[src/rtl/lsu_pkg.sv]
// Shared types and constants for the load/store bridge.
//   lsu_state_t : bridge FSM states
//   F3_*        : funct3 encodings for the supported access sizes
//   is_illegal  : request legality (bad operation or misalignment)
package lsu_pkg;

  typedef enum logic [1:0] {
    IDLE     = 2'd0,
    REQ      = 2'd1,
    WAIT_RSP = 2'd2,
    DONE     = 2'd3
  } lsu_state_t;

  localparam logic [2:0] F3_B  = 3'd0;
  localparam logic [2:0] F3_H  = 3'd1;
  localparam logic [2:0] F3_W  = 3'd2;
  localparam logic [2:0] F3_BU = 3'd4;
  localparam logic [2:0] F3_HU = 3'd5;

  // Only meaningful while rd or wr is high.
  function automatic logic is_illegal(input logic       rd,
                                      input logic       wr,
                                      input logic [2:0] f3,
                                      input logic [1:0] a);
    logic bad_op;
    logic misaligned;
    if (rd && wr) begin
      bad_op = 1'b1;
    end else if (wr) begin
      bad_op = (f3 > F3_W);
    end else begin
      bad_op = (f3 == 3'd3) || (f3 == 3'd6) || (f3 == 3'd7);
    end
    case (f3)
      F3_H, F3_HU: misaligned = a[0];
      F3_W:        misaligned = (a != 2'b00);
      default:     misaligned = 1'b0;
    endcase
    return bad_op || misaligned;
  endfunction

endpackage

[src/rtl/lsu_load_format.sv]
// Load result formatting: picks the byte/halfword addressed by the low
// address bits out of the bus word and sign- or zero-extends it.
//   funct3 : latched access size/sign
//   a      : latched address bits [1:0]
//   word   : raw read word from the bus
//   result : formatted 32-bit load value
module lsu_load_format
  import lsu_pkg::*;
(
  input  logic [2:0]  funct3,
  input  logic [1:0]  a,
  input  logic [31:0] word,
  output logic [31:0] result
);

  logic [7:0]  sel_b;
  logic [15:0] sel_h;

  always_comb begin
    case (a)
      2'd0:    sel_b = word[7:0];
      2'd1:    sel_b = word[15:8];
      2'd2:    sel_b = word[23:16];
      default: sel_b = word[31:24];
    endcase
    // Halfwords are always 2-byte aligned here, so a[1] picks the half.
    sel_h = a[1] ? word[31:16] : word[15:0];

    case (funct3)
      F3_B:    result = {{24{sel_b[7]}}, sel_b};
      F3_BU:   result = {24'd0, sel_b};
      F3_H:    result = {{16{sel_h[15]}}, sel_h};
      F3_HU:   result = {16'd0, sel_h};
      default: result = word;
    endcase
  end

endmodule

[src/rtl/lsu_mem_bridge.sv]
// Load/store bridge between the single-cycle datapath memory port and a
// valid/ready data-memory bus. Formats store data/strobes, formats load
// results, stalls the core until the access completes, and faults on
// illegal, misaligned or timed-out accesses without touching the bus.
//
// Ports
//   clk, reset_n              : clock, asynchronous active-low reset
//   core_rd/core_wr           : load / store request from the datapath
//   core_funct3, core_addr    : access size/sign and byte address
//   core_wdata                : raw rs2 store data
//   core_stall                : hold PC/regfile while high
//   core_rdata, core_fault    : load result and fault flag, valid in DONE
//   mem_req_valid/ready       : bus request handshake
//   mem_we, mem_addr          : write flag, word-aligned address
//   mem_wstrb, mem_wdata      : byte enables, lane-replicated store data
//   mem_rsp_valid, mem_rdata  : read data / write acknowledge
//   dbg_state                 : current FSM state for observation
//
// Handshake: a request transfers on a rising edge where mem_req_valid and
// mem_req_ready are both high; once raised, mem_req_valid and the request
// fields stay stable until that edge. A response is a single-cycle
// mem_rsp_valid pulse, and may coincide with the accepting edge.
module lsu_mem_bridge
  import lsu_pkg::*;
#(
  parameter int unsigned TIMEOUT_CYCLES = 255
) (
  input  logic        clk,
  input  logic        reset_n,
  input  logic        core_rd,
  input  logic        core_wr,
  input  logic [2:0]  core_funct3,
  input  logic [31:0] core_addr,
  input  logic [31:0] core_wdata,
  output logic        core_stall,
  output logic [31:0] core_rdata,
  output logic        core_fault,
  output logic        mem_req_valid,
  input  logic        mem_req_ready,
  output logic        mem_we,
  output logic [31:0] mem_addr,
  output logic [3:0]  mem_wstrb,
  output logic [31:0] mem_wdata,
  input  logic        mem_rsp_valid,
  input  logic [31:0] mem_rdata,
  output lsu_state_t  dbg_state
);

  localparam int CW = (TIMEOUT_CYCLES > 1) ? $clog2(TIMEOUT_CYCLES) : 1;
  localparam logic [CW-1:0] LAST_CNT = CW'(TIMEOUT_CYCLES - 1);

  lsu_state_t    state;
  logic [CW-1:0] cnt;
  logic [2:0]    lat_f3;
  logic [1:0]    lat_a;
  logic [31:0]   st_data;
  logic [3:0]    st_strb;
  logic [31:0]   load_result;
  logic          illegal;

  assign dbg_state = state;

  // Gated by reset_n so the stall drops the moment reset is asserted.
  assign core_stall = reset_n & (core_rd | core_wr) & (state != DONE);

  assign illegal = is_illegal(core_rd, core_wr, core_funct3, core_addr[1:0]);

  // Store lane replication and byte enables from the live request.
  always_comb begin
    st_data = core_wdata;
    st_strb = 4'b1111;
    case (core_funct3)
      F3_B: begin
        st_data = {4{core_wdata[7:0]}};
        st_strb = 4'b0001 << core_addr[1:0];
      end
      F3_H: begin
        st_data = {2{core_wdata[15:0]}};
        st_strb = 4'b0011 << core_addr[1:0];
      end
      default: ;
    endcase
  end

  lsu_load_format u_load_format (
    .funct3 (lat_f3),
    .a      (lat_a),
    .word   (mem_rdata),
    .result (load_result)
  );

  always_ff @(posedge clk or negedge reset_n) begin
    if (!reset_n) begin
      state         <= IDLE;
      cnt           <= '0;
      lat_f3        <= '0;
      lat_a         <= '0;
      core_rdata    <= '0;
      core_fault    <= 1'b0;
      mem_req_valid <= 1'b0;
      mem_we        <= 1'b0;
      mem_addr      <= '0;
      mem_wstrb     <= '0;
      mem_wdata     <= '0;
    end else begin
      case (state)
        IDLE: begin
          // Stray responses are ignored here; only new requests matter.
          if (core_rd || core_wr) begin
            lat_f3 <= core_funct3;
            lat_a  <= core_addr[1:0];
            cnt    <= '0;
            if (illegal) begin
              core_fault <= 1'b1;
              state      <= DONE;
            end else begin
              mem_req_valid <= 1'b1;
              mem_we        <= core_wr;
              mem_addr      <= {core_addr[31:2], 2'b00};
              mem_wstrb     <= core_wr ? st_strb : 4'b0000;
              mem_wdata     <= core_wr ? st_data : 32'd0;
              state         <= REQ;
            end
          end
        end

        REQ: begin
          if (mem_req_ready) begin
            mem_req_valid <= 1'b0;
            if (mem_rsp_valid) begin
              // Write acknowledges carry no data; keep the last load value.
              if (!mem_we) core_rdata <= load_result;
              state <= DONE;
            end else begin
              state <= WAIT_RSP;
            end
          end
        end

        WAIT_RSP: begin
          if (mem_rsp_valid) begin
            if (!mem_we) core_rdata <= load_result;
            state <= DONE;
          end else if (cnt == LAST_CNT) begin
            core_fault <= 1'b1;
            core_rdata <= '0;
            state      <= DONE;
          end else begin
            cnt <= cnt + CW'(1);
          end
        end

        DONE: begin
          // The core retires on this edge; the next request is seen in IDLE.
          core_fault <= 1'b0;
          state      <= IDLE;
        end

        default: state <= IDLE;
      endcase
    end
  end

endmodule

[config.mk]
export PLATFORM = sky130hd
export DESIGN_NAME = lsu_mem_bridge
export DESIGN_NICKNAME = d
export VERILOG_FILES = /design/src/rtl/lsu_pkg.sv /design/src/rtl/lsu_load_format.sv /design/src/rtl/lsu_mem_bridge.sv
export SDC_FILE = /design/constraint.sdc
export NUM_CORES = 1
export LEC_CHECK = 0
export CAP_MARGIN = 20
export CORE_MARGIN = 1
export CORE_UTILIZATION = 35
export CTS_CLUSTER_SIZE = 12
export DETAILED_ROUTE_END_ITERATION = 12
export PLACE_DENSITY_LB_ADDON = 0.2
export SLEW_MARGIN = 0
export SYNTH_ARGS = -nofsm -noshare
export SYNTH_HDL_FRONTEND = slang
export SYNTH_SLANG_ARGS = --single-unit
[constraint.sdc]
create_clock -name clk -period 2.49 [get_ports clk]
set_clock_uncertainty 0.1 [all_clocks]
set_input_delay 0.3735 -clock clk [delete_from_list [all_inputs] [get_ports clk]]
set_output_delay 0.3735 -clock clk [all_outputs]
set_load 0.005 [all_outputs]
Word-level counts from Yosys, hierarchy flattened
Cells that the tools add are included.

word-level totals
  ROM bits = 0
  register bits after elaboration = 116
  RAM bits = 0
  output and inout port bits = 106
  input bits = 105
  latch bits = 0
  memories kept = 0
  word-level logic and storage cells = 102

cells by class
  shift operators = 2
  div/mod/pow operators = 0
  reduce and logical (&&, ||, !) cells = 22
  add/sub/neg operators = 1
  multiply operators = 0
  bitwise gates (word level) = 4
  magnitude comparators = 1
  eq/ne operators = 25
  muxes and demuxes = 36

operators by type and width
  kind                 number
  $mux 32              6
  $pmux 32 s2          2
  $pmux 32 s4          1
  $mux 8               3
  $pmux 8 s3           1
  $ne 2x2->1 const B   9
  $mux 16              1
  $pmux 8 s2           1
  $eq 3x3->1 const B   5
  $reduce_and 4->1     3
  $mux 1               10
  $mux 2               5
  $add 8x1->8 const B  1
  $eq 8x8->1 const B   1
  $pmux 2 s4           1
  $pmux 4 s2           1
  $reduce_bool 2->1    4
  $eq 2x2->1 const B   3
  $eq 3x1->1 const B   2
  $eq 3x2->1 const B   2
  $logic_not 3->1      2
  $reduce_and 3->1     2
  $reduce_and 5->1     1
  $eq 2x1->1 const B   2
  other kinds (16)     22

Logic depth before layout (Yosys ltp)
Gate-level depths: netlist of the first run.

  depth in word-level cells = 9
  depth in mapped cells = 9
  gate-level depth less buffers = 6

By module
A second synthesis of the first run with hierarchy kept.

second synthesis, totals
  cell total of the unflattened synthesis = 593
  area total of the unflattened synthesis = 6204.7 um^2

modules (own cells, without submodules)
  module           sequential area each (um^2)  instances  area an instance (um^2)  cells an instance
  lsu_mem_bridge   2902.8                       1          5235.0                   460
  lsu_load_format  0.0                          1          969.7                    133

Worst setup path after synthesis of the first run
Ideal clock, no wire load.

  path kind = flip-flop to flip-flop
  start point = reg state[1] (netlist: dbg_state[1])
  end point = reg core_rdata[20]
  path buffers = 2
  setup slack = 0.300 ns
  setup time = 0.126 ns
  data required time = 2.264 ns
  stages on the path, launching flop included = 9
  period minus slack after synthesis = 2.190 ns
  data arrival time = 1.964 ns
  path through = dfrtp_1 inv_1 ha_1 mux2_2 and2_4 and3_1 clkbuf_4 clkbuf_8 a221o_1

on the way
  longest elaborated chain between the ends = 3
  elaborated cells between the ends (all ways) = 8
  those cells by class = eq/ne (5); mux (1); reduce/logical (2)

ends and longest elaborated chain
  what                                                line                   source
  start: declaration                                  lsu_mem_bridge.sv:52   lsu_state_t state;
  start signal: assignment                            lsu_mem_bridge.sv:94   state <= IDLE;
  start signal: assignment                            lsu_mem_bridge.sv:115  state <= DONE;
  start signal: assignment                            lsu_mem_bridge.sv:122  state <= REQ;
  $eq 2x2->1 / $eq 2x1->1 (equally long branches)     lsu_mem_bridge.sv:106  case (state)
  $ne 3x3->1 (no line), or another cell as far along  -
  $reduce_and 4->1 (no line)                          -
  end signal: assignment                              lsu_mem_bridge.sv:132  if (!mem_we) core_rdata <= load_result;
  end signal: assignment                              lsu_mem_bridge.sv:142  if (!mem_we) core_rdata <= load_result;
  end: declaration                                    lsu_mem_bridge.sv:36   output logic [31:0] core_rdata,

Several ways; a longest one is shown, not always the timed one.
A chain may end at the register's enable or synchronous reset.

Worst setup path after layout of the first run
  start point = reg state[0] (netlist: dbg_state[0])
  end point = out core_stall

on the way
  longest elaborated chain between the ends = 2

ends and longest elaborated chain
  what              line                  source
  $ne 2x2->1        lsu_mem_bridge.sv:64  assign core_stall = reset_n & (core_rd | core_wr) & (state != DONE);
  $and 1x1->1       lsu_mem_bridge.sv:64
  end: declaration  lsu_mem_bridge.sv:35  output logic core_stall,

Every way passes these cells.

==> run metrics, run 1 <==
RSZ-0062 raised after global routing=false; register area share after synthesis=51.9%; die height=128 um; first-pass GRT wire length=26100 um; Largest stage delay, worst path=530 ps; critical path class=flop to output port; Worst Path Max Fanout=5; Tcrit/Tclk final=92.9%; met1 GRT Util=25.0%; die span in x=128 um; Synth Area in Compound Gates=19.8%; # rows=45; gr usage total=20.6%; placed cells=890; status=complete, but fails checks; num ports=211; fmax=0.432 GHz; Crit. Startpoint=dbg_state[0]; Final Critical Period=2310 ps; clock buffer count from CTS=17; DRC=0; Synth area leader=dfrtp_1; simple-gate portion of the synthesized area=9.53%; startpoint class of the critical path=flop; Routed Antenna Nets=0; Slew HR=57.8%; Critical R2R Launch=dbg_state[1]; synthesized instance count=480; total wire length=16400 um; GRT overflow=0; YS warnings=0; hold slack final=-1.63 ps; final-report setup violation count=0; Slew Limit Fails=0; syn avg cell area=11.6 um2; PwrDens=1090 nW/um2; Min-Delay Path Class=input port to asynchronous set/reset pin; initial core utilization=36.4%; Top FF cell, synth=dfrtp_1; Arr. time, crit path=1840 ps; EDFF count, synth=0; Yosys reg bits=116; Vias/cell=5.19; vias=4779; xor/xnor cell area share of the yosys netlist=0%; # port buffers=208; Non-Filler Instances=920; M3 GR Usage=8.32%; met2 GRT Util=33.5%; post-CTS setup buffers=0; CTS tree=done; post-synthesis mux area share=12.8%; Max Cap Viol=0; CP top delay family=buffers and inverters; full die area=16500 um2; layout cells sized above 1=15.9%; GR peak layer=met2; VDD IR max=0.499 mV; violated checks=negative hold slack; Clock Pin Slew Worst Setup and Hold Paths=50 ps; vias in the first global route=5005; synthesis-to-layout area growth=54.1%; Post-synth ARST share=100%; Fin Setup TNS=0 ps; n_diodes=0; Mapped Area=5590 um2; slowest CP cell=clkdlybuf4s50_1; Leak=3.65 nW; H-tree Lvls=4; Yosys top cell area share=51.9%; worst path cell trace=ha_1 > nor3b_1 > clkdlybuf4s50_1; Critical Path RT=2020 ps; Final Hold Fails=1; routability cong.=0.836; largest family of logic cells by synthesized area=compound AO/OA/AOI/OAI gates; Slew @ Worst Pin=632 ps; Area contributors post-synth=dfrtp_1 (52%), mux2_2 (6.6%), mux2i_1 (5.6%); DP Wirelength=11700 um; DRT iter0 DRCs=286; worst-case clock buffer depth=2; Root Driver=clkbuf_16; Sink Count=116; Placeable Area=15400 um2; Wirelength per Cell=17.9 um; Adder-Cell Fraction of Synth Area=1.57%; TritonRoute pass-1 iters=4; # nets final=810; initial antenna violation count=0; Setup crit end kind=output port; Synth cell types=66; clock latency on the worst-skew pair=400 ps; WP buf/inv=1; largest net degree at the start of global routing=117
## cell type report
class | instances | area, um2
Fill cell | 1329 | 6760
Tap cell | 211 | 264
Sequential cell | 116 | 2900
Clock buffer | 21 | 480
Clock inverter | 9 | 104
Inverter | 12 | 45.0
Multi-Input combinational cell | 314 | 2460
Timing Repair Buffer | 237 | 2360
## registers in the layout, summed over array words and instances, names as in the netlist
signal,flops
mem_wstrb,4
dbg_state,2
mem_wdata,32
mem_req_valid,1
lat_f3,3
lat_a,2
cnt,8
mem_addr,30
core_rdata,32
mem_we,1
core_fault,1
## kinds of logic after synthesis
kind of cell,count (synthesis)
fa+ha+maj,7
other cells,1
compound gates,143
buf+inv,51
flops,116
mux,67
simple gates,95
## placed cells by master (no fill, tap or decap), types with 6 or more instances in the layout
cell type        instances
clkdlybuf4s50_1        207
dfrtp_1                116
mux2_2                  33
mux2i_1                 31
o21ai_0                 30
o2bb2ai_1               25
buf_4                   25
nand2_1                 23
nor2_1                  20
a221o_1                 18
clkbuf_16               17
inv_1                   12
a22o_1                  12
nor2b_1                 11
a21oi_1                  9
nand3_1                  9
and3_1                   8
a211oi_1                 8
ha_1                     7
a311oi_1                 6
## power by group
group	switching (mW)	leakage, nW	internal (mW)
Combinational	1.38	1.88	2.36
Clock	0.846	0.287	1.56
Sequential	0.555	1.48	2.67
## final timing paths
path	slack (ps)	depth (start not counted)	end
min in group clk	380	1	mem_addr[21]
min reg2reg	380	1	mem_addr[21]
max in group asynchronous	1850	2	mem_addr[4]
max	180	3	core_stall
min	-2	2	cnt[4]
max reg2reg	200	6	core_rdata[30]
## per-layer routing
| metal | routed length [um] | vias to the layer above |
|---|---|---|
| met3 | 1600 | 12 |
| li1 | - | 2239 |
| met1 | 6820 | 2351 |
| met4 | 168 | 0 |
| met5 | 0 | - |
| met2 | 7840 | 177 |
## synth_stat cells (4+ instances only)
| cell type | instances |
|---|---|
| a211oi_1 | 8 |
| a21oi_1 | 9 |
| a221o_1 | 19 |
| a221o_2 | 4 |
| a22o_1 | 12 |
| a311oi_1 | 6 |
| and3_1 | 8 |
| buf_2 | 9 |
| clkbuf_1 | 21 |
| dfrtp_1 | 116 |
| ha_1 | 7 |
| inv_1 | 12 |
| mux2_2 | 33 |
| mux2i_1 | 31 |
| nand2_1 | 23 |
| nand3_1 | 9 |
| nor2_1 | 20 |
| nor2b_1 | 11 |
| o21ai_0 | 30 |
| o2bb2ai_1 | 25 |
| o31ai_1 | 5 |
## per-stage QoR
| stage | instance area (um2) | setup slack, ps | power, mW | utilization, % | hold slack [ps] |
|---|---|---|---|---|---|
| finish | 8610 | 176 | 9.37 | 56.0 | -1.63 |
| floorplan | 5590 | 300 | 4.81 | - | -22.1 |
| global route | 8610 | 83.7 | 9.96 | 56.0 | 31.6 |
| detailed placement | 8020 | 22.2 | 6.99 | 52.2 | 373 |
| global placement | 8020 | 46.9 | 6.90 | 52.2 | 372 |
| CTS | 8610 | 136 | 9.46 | 56.0 | 16.9 |
## repair_timing
| action | CTS | global route |
|---|---|---|
| gates resized for setup | 0 | 1 |
| endpoints found under the setup margin | 0 | 2 |
| hold buffers | 0 | 0 |
(Power assumes the default switching activity.)
==> run 2: changes to the inputs <==
- ABC_AREA: unset -> 1
==> run 2 against run 1 <==
The flow still finishes with violations (negative hold slack). Via count rose by 31%. Combinational power is 32% higher. Synthesized cell count increased by 88%. Routed wire length is 16% higher. Die area is 12% higher. Sequential share of layout area is 2.1 points lower. Critical path type unchanged. Largest power group unchanged.
==> run metrics, run 2 <==
most common cell after layout, fill and taps aside=nand2_1; pre-CTS setup slack=36.1 ps (+13.9 ps); Arr. time, crit path=1770 ps (-70 ps); Sequential Power Share=30.0% (-4.4 points); Critical Path RT=2020 ps (about the same); Critical R2R Launch=dbg_state[0]; synth cell count leaders=nand2_1 (407), dfrtp_1 (116), nor2_1 (98); setup slack, reg-to-reg=370 ps (+170 ps); Yosys top cell area share=46.1% (-5.8 points); power share of the clock group=24.3% (-1.4 points); reg2reg path depth=9 (+3); Post-synth ARST share=100% (unchanged); fmax=0.445 GHz (+3.0%); Seq. cell area=2900 um2 (unchanged); routability cong.=0.852 (+2.0%); vias=6248 (+31%); placed cells=1309 (+47%); layout cells sized above 1=6.18% (-9.8 points); Synth area leader=dfrtp_1; # nets final=1215 (+50%); fillers=1729 (+30%); Clock Pin Slew Worst Setup and Hold Paths=60 ps (about the same); Area contributors post-synth=dfrtp_1 (46%), nand2_1 (24%), nor2_1 (5.8%); Slew Limit Fails=0 (unchanged); Wirelength per Cell=14.2 um (-20%); first-pass GRT wire length=30000 um (+15%); Routed Antenna Nets=0 (unchanged); biggest regs=core_rdata x32, mem_wdata x32, mem_addr x30; hold slack final=-67.9 ps (-66.3 ps); n_diodes=0 (unchanged); worst-case clock buffer depth=2 (unchanged); syn avg cell area=6.97 um2 (-40%); Placeable Area=17400 um2 (+13%); area occupied by multi-input gates=2910 um2 (+18%); startpoint class of the critical path=flop; initial antenna violation count=0 (unchanged); Fin Setup TNS=0 ps (unchanged); # rows=48 (+6.7%); met2 GRT Util=32.3% (-1.1 points); violated checks=negative hold slack; clock latency on the worst-skew pair=420 ps (+20 ps); Pwr Total=10.8 mW (+16%); register area share after synthesis=46.1% (-5.8 points); Largest stage delay, worst path=510 ps (-20 ps); gr usage total=21.0% (+0.35 points); synthesized instance count=903 (+88%); post-CTS setup buffers=0 (unchanged); final-report setup violation count=0 (unchanged); Yosys reg bits=116 (unchanged); full die area=18500 um2 (+12%); cell with the most instances after synthesis=nand2_1; total wire length=19100 um (+16%); met1 GRT Util=29.2% (+4.2 points); status=complete, but fails checks; GR peak layer=met2; Min-Delay Path Class=input port to asynchronous set/reset pin; DRC=0 (unchanged); Vias/cell=4.66 (-10%); initial core utilization=36.2% (-0.21 points); PwrDens=1180 nW/um2 (+8.2%); vias in the first global route=5693 (+14%); Logic pwr share=45.7% (+5.8 points); RR Endpoint=mem_wdata[2]; Sw Ratio=37.2% (+7.5 points); Int Pwr=6.80 mW (+3.2%); Final Hold Fails=52 (+51); Max Cap Viol=0 (unchanged); GRT overflow=0 (unchanged); Root Driver=clkbuf_16; slowest CP cell=clkdlybuf4s50_1; Leak=4.61 nW (+26%); Tcrit/Tclk final=90.2% (-2.7 points); worst path cell trace=ha_1 > inv_1 > nand2_1 > nor2_1 > clkdlybuf4s50_1; largest net degree at the start of global routing=117 (unchanged); RSZ-0062 raised after global routing=false; die span in x=136 um (+6.0%); EDFF count, synth=0 (unchanged); num ports=211 (unchanged); Finished Cell Area=9200 um2 (+6.8%); Sink Count=116 (unchanged); switching power=4.03 mW (+45%); Slew HR=43.4% (-14 points); CTS tree=done; VDD IR max=0.539 mV (+8.0%); M3 GR Usage=4.29% (-4.0 points); Final Critical Period=2250 ps (-66.9 ps); most frequent cells in the layout=nand2_1 (407), clkdlybuf4s50_1 (207), dfrtp_1 (116); Mapped Area=6300 um2 (+13%); clock buffer count from CTS=17 (unchanged); Slew @ Worst Pin=846 ps (+214 ps); die height=136 um (+6.0%); setup ws final=243 ps (+66.9 ps); YS warnings=0 (unchanged); Top FF cell, synth=dfrtp_1; Non-Filler Instances=1341 (+46%); TritonRoute pass-1 iters=5 (+1); Placed Area=8560 um2 (+6.7%); critical path class=flop to output port; # port buffers=208 (unchanged); DP Wirelength=13300 um (+13%); synthesis-to-layout area growth=46.0%; DRT iter0 DRCs=478 (+67%); Worst Path Max Fanout=5 (unchanged); Synth cell types=29 (-56%); H-tree Lvls=4 (unchanged); Layout Utilization=52.8% (-3.2 points); Setup crit end kind=output port
## run 2: metal layers
metal	vias to the layer above	routed length [um]
met3	15	1080
met1	2837	8850
met5	-	0
li1	3212	-
met4	0	204
met2	184	8960
## run 2: how the worst max path moves through the flow
stage / from / endpoint / depth (start not counted)
2_1_floorplan: dbg_state[0] / mem_wstrb[3] / 11
3_3_place_gp: core_wr / mem_wdata[17] / 8
3_5_place_dp: core_addr[1] / mem_wstrb[1] / 9
4_1_cts: dbg_state[0] / mem_wdata[2] / 9
5_1_grt: dbg_state[0] / core_stall / 5
6_report: dbg_state[0] / core_stall / 5
## run 2: repair_timing
item / CTS / global route
hold buffers: 0 / 0
endpoints found under the setup margin: 0 / 1
gates resized for setup: 0 / 1
## run 2: power groups by stage
stage,clock network [mW],logic [mW],registers (mW)
2_1_floorplan,0,2.59,3.24
3_3_place_gp,0,4.93,3.25
3_5_place_dp,0,4.98,3.26
4_1_cts,2.69,5.00,3.25
5_1_grt,2.77,5.59,3.36
6_report,2.63,4.95,3.24
## run 2: area by class of cell
class                   instances  share of cell area [%]
clock buffers                  18                    4.67
clock inverters                14                    2.22
inverters                      57                    2.33
multi-input cells             685                    31.6
flip-flops and latches        116                    31.6
well taps                     225                    3.06
repair buffers                226                    24.5
## run 2: critical path, delay by kind of cell, from the launching register on
kind | cells | cell delay (ps)
buf+inv | 2 | 570
fa+ha+maj | 1 | 210
flops | 1 | 430
simple gates | 2 | 130
## run 2: cell families (layout without fill, tap and decap cells)
| family | Yosys count | after routing | share of synthesized area (%) |
|---|---|---|---|
| flops | 116 | 116 | 46.1 |
| compound gates | 78 | 78 | 6.36 |
| other cells | 1 | 2 | 0.0595 |
| simple gates | 594 | 594 | 37.8 |
| fa+ha+maj | 7 | 7 | 1.39 |
| buf+inv | 103 | 315 | 7.79 |
| xor+xnor | 4 | 4 | 0.556 |
==> run 3: changes to the inputs <==
- CELL_PAD_IN_SITES_DETAIL_PLACEMENT: unset -> 0
- CELL_PAD_IN_SITES_GLOBAL_PLACEMENT: unset -> 1
- CORE_UTILIZATION: 35 -> 32
==> run 3 against run 2 <==
The flow now finishes without violations. Clock-buffer cell count up 3. Power down 0.97%. Clock power down 9.1%. Critical path type unchanged.
==> run metrics, run 3 (synthesis results as in run 2) <==
status=completed; slowest CP cell=clkdlybuf4s50_1; most common cell after layout, fill and taps aside=nand2_1; Slew HR=57.5% (+14 points); Final Hold Fails=0 (-100%); gr usage total=19.9% (-1.1 points); GRT overflow=0 (unchanged); clock latency on the worst-skew pair=420 ps (about the same); full die area=20200 um2 (+9.2%); layout cells sized above 1=6.60% (+0.42 points); most frequent cells in the layout=nand2_1 (407), clkdlybuf4s50_1 (207), dfrtp_1 (116); CTS tree=done; WP buf/inv=2 (unchanged); setup slack, reg-to-reg=460 ps (+90 ps); die height=142 um (+4.5%); met2 WL=8770 um (-2.1%); die span in x=142 um (+4.5%); Routed Antenna Nets=0 (unchanged); startpoint class of the critical path=flop; final-report setup violation count=0 (unchanged); RSZ-0062 raised after global routing=false; Placeable Area=19000 um2 (+9.2%); setup ws final=186 ps (-56.5 ps); Max Cap Viol=0 (unchanged); DRC=0 (unchanged); Worst Path Max Fanout=5 (unchanged); Root Driver=clkbuf_16; CTS resizes=0 (unchanged); largest net degree at the start of global routing=117 (unchanged); Clock Pin Slew Worst Setup and Hold Paths=50 ps (about the same); num ports=211 (unchanged); initial core utilization=33.1% (-3.0 points); critical path class=flop to output port; clock buffer count from CTS=17 (unchanged); Final Critical Period=2300 ps (+56.5 ps); wire length on met1=9530 um (+7.6%); Critical Path RT=2020 ps (about the same); Wirelength per Cell=14.3 um (+0.42%); Layout Utilization=48.6% (-4.2 points); DRT iter0 DRCs=440 (-7.9%); Sink Count=116 (unchanged); fmax=0.434 GHz (-2.5%); routability cong.=0.814 (-4.5%); # port buffers=208 (unchanged); VDD IR max=0.565 mV (+4.8%); biggest regs=core_rdata x32, mem_wdata x32, mem_addr x30; total wire length=19700 um (+3.4%); CP top delay family=buffers and inverters; # nets final=1220 (+0.41%); Vias/cell=4.44 (-4.7%); DP Wirelength=13900 um (+4.4%); Leak=4.61 nW (about the same); Min-Delay Path Class=flop to flop; PwrDens=1160 nW/um2 (-1.4%); initial antenna violation count=0 (unchanged); vias in the first global route=5744 (+0.90%); first-pass GRT wire length=31100 um (+3.5%); Fin Setup TNS=0 ps (unchanged); synthesis-to-layout area growth=46.7%; H-tree Lvls=4 (unchanged); worst path cell trace=ha_1 > inv_1 > nand2_1 > nor2_1 > clkdlybuf4s50_1; # rows=50 (+4.2%); Slew Limit Fails=0 (unchanged); Setup crit end kind=output port; worst-case clock buffer depth=2 (unchanged); TritonRoute pass-1 iters=5 (unchanged); Arr. time, crit path=1830 ps (+60 ps); Slew @ Worst Pin=638 ps (-208 ps); n_diodes=0 (unchanged); Largest stage delay, worst path=520 ps (about the same); DR WL met3=1220 um (+14%); vias=6135 (-1.8%); top sig layer=met4; Tcrit/Tclk final=92.5% (+2.3 points); pre-CTS setup slack=209 ps (+173 ps)
==> run 3: per-stage QoR <==
step | power [mW] | std cells | hold WS (ps) | instance area, um2
global placement | 8.38 | 1348 | 353 | 8640
global route | 11.6 | 1381 | 383 | 9240
detailed placement | 8.41 | 1348 | 357 | 8640
floorplan | 5.83 | 904 | -22.1 | 6300
finish | 10.7 | 1381 | 366 | 9240
CTS | 10.9 | 1380 | 49.7 | 9230
==> run 3: tightest hold or removal path: stages, from the launching register on <==
cell,delay [ps]
dfrtp_1,340
nand2_1,50
nand2_1,50
==> run 3: worst paths after layout <==
| path | from | to | cells after the start |
|---|---|---|---|
| max in group asynchronous | reset_n | mem_wstrb[1] | 3 |
| min reg2reg | mem_wdata[14] | mem_wdata[14] | 2 |
| max reg2reg | dbg_state[0] | cnt[5] | 9 |
| min | mem_wdata[14] | mem_wdata[14] | 2 |
| min in group asynchronous | reset_n | core_rdata[31] | 3 |
| max | dbg_state[0] | core_stall | 5 |
==> run 3: layout make-up <==
cell class	count	area, um2
clock buffer	21	480
clock inverter	11	103
fill	1938	9780
inverter	57	214
multi-input combinational	685	2910
sequential	116	2900
tap	260	325
timing repair buffer	231	2300
==> run 3: power breakdown <==
part | total [mW] | switching (mW) | leakage, nW | internal [mW]
logic | 5.08 | 2.57 | 2.85 | 2.51
clock network | 2.39 | 0.919 | 0.269 | 1.48
registers | 3.25 | 0.550 | 1.49 | 2.70
==> run 3: repair_timing <==
item                      4_1_cts  5_1_grt
hold endpoints to repair        0        1
hold buffers                    0        1
buffers inserted                0        0
==> run 3: per-layer routing <==
layer | vias up | global-route usage, %
met5 | - | 0
met2 | 177 | 29.3
met3 | 15 | 5.55
li1 | 3220 | -
met1 | 2723 | 28.2
met4 | 0 | 5.94
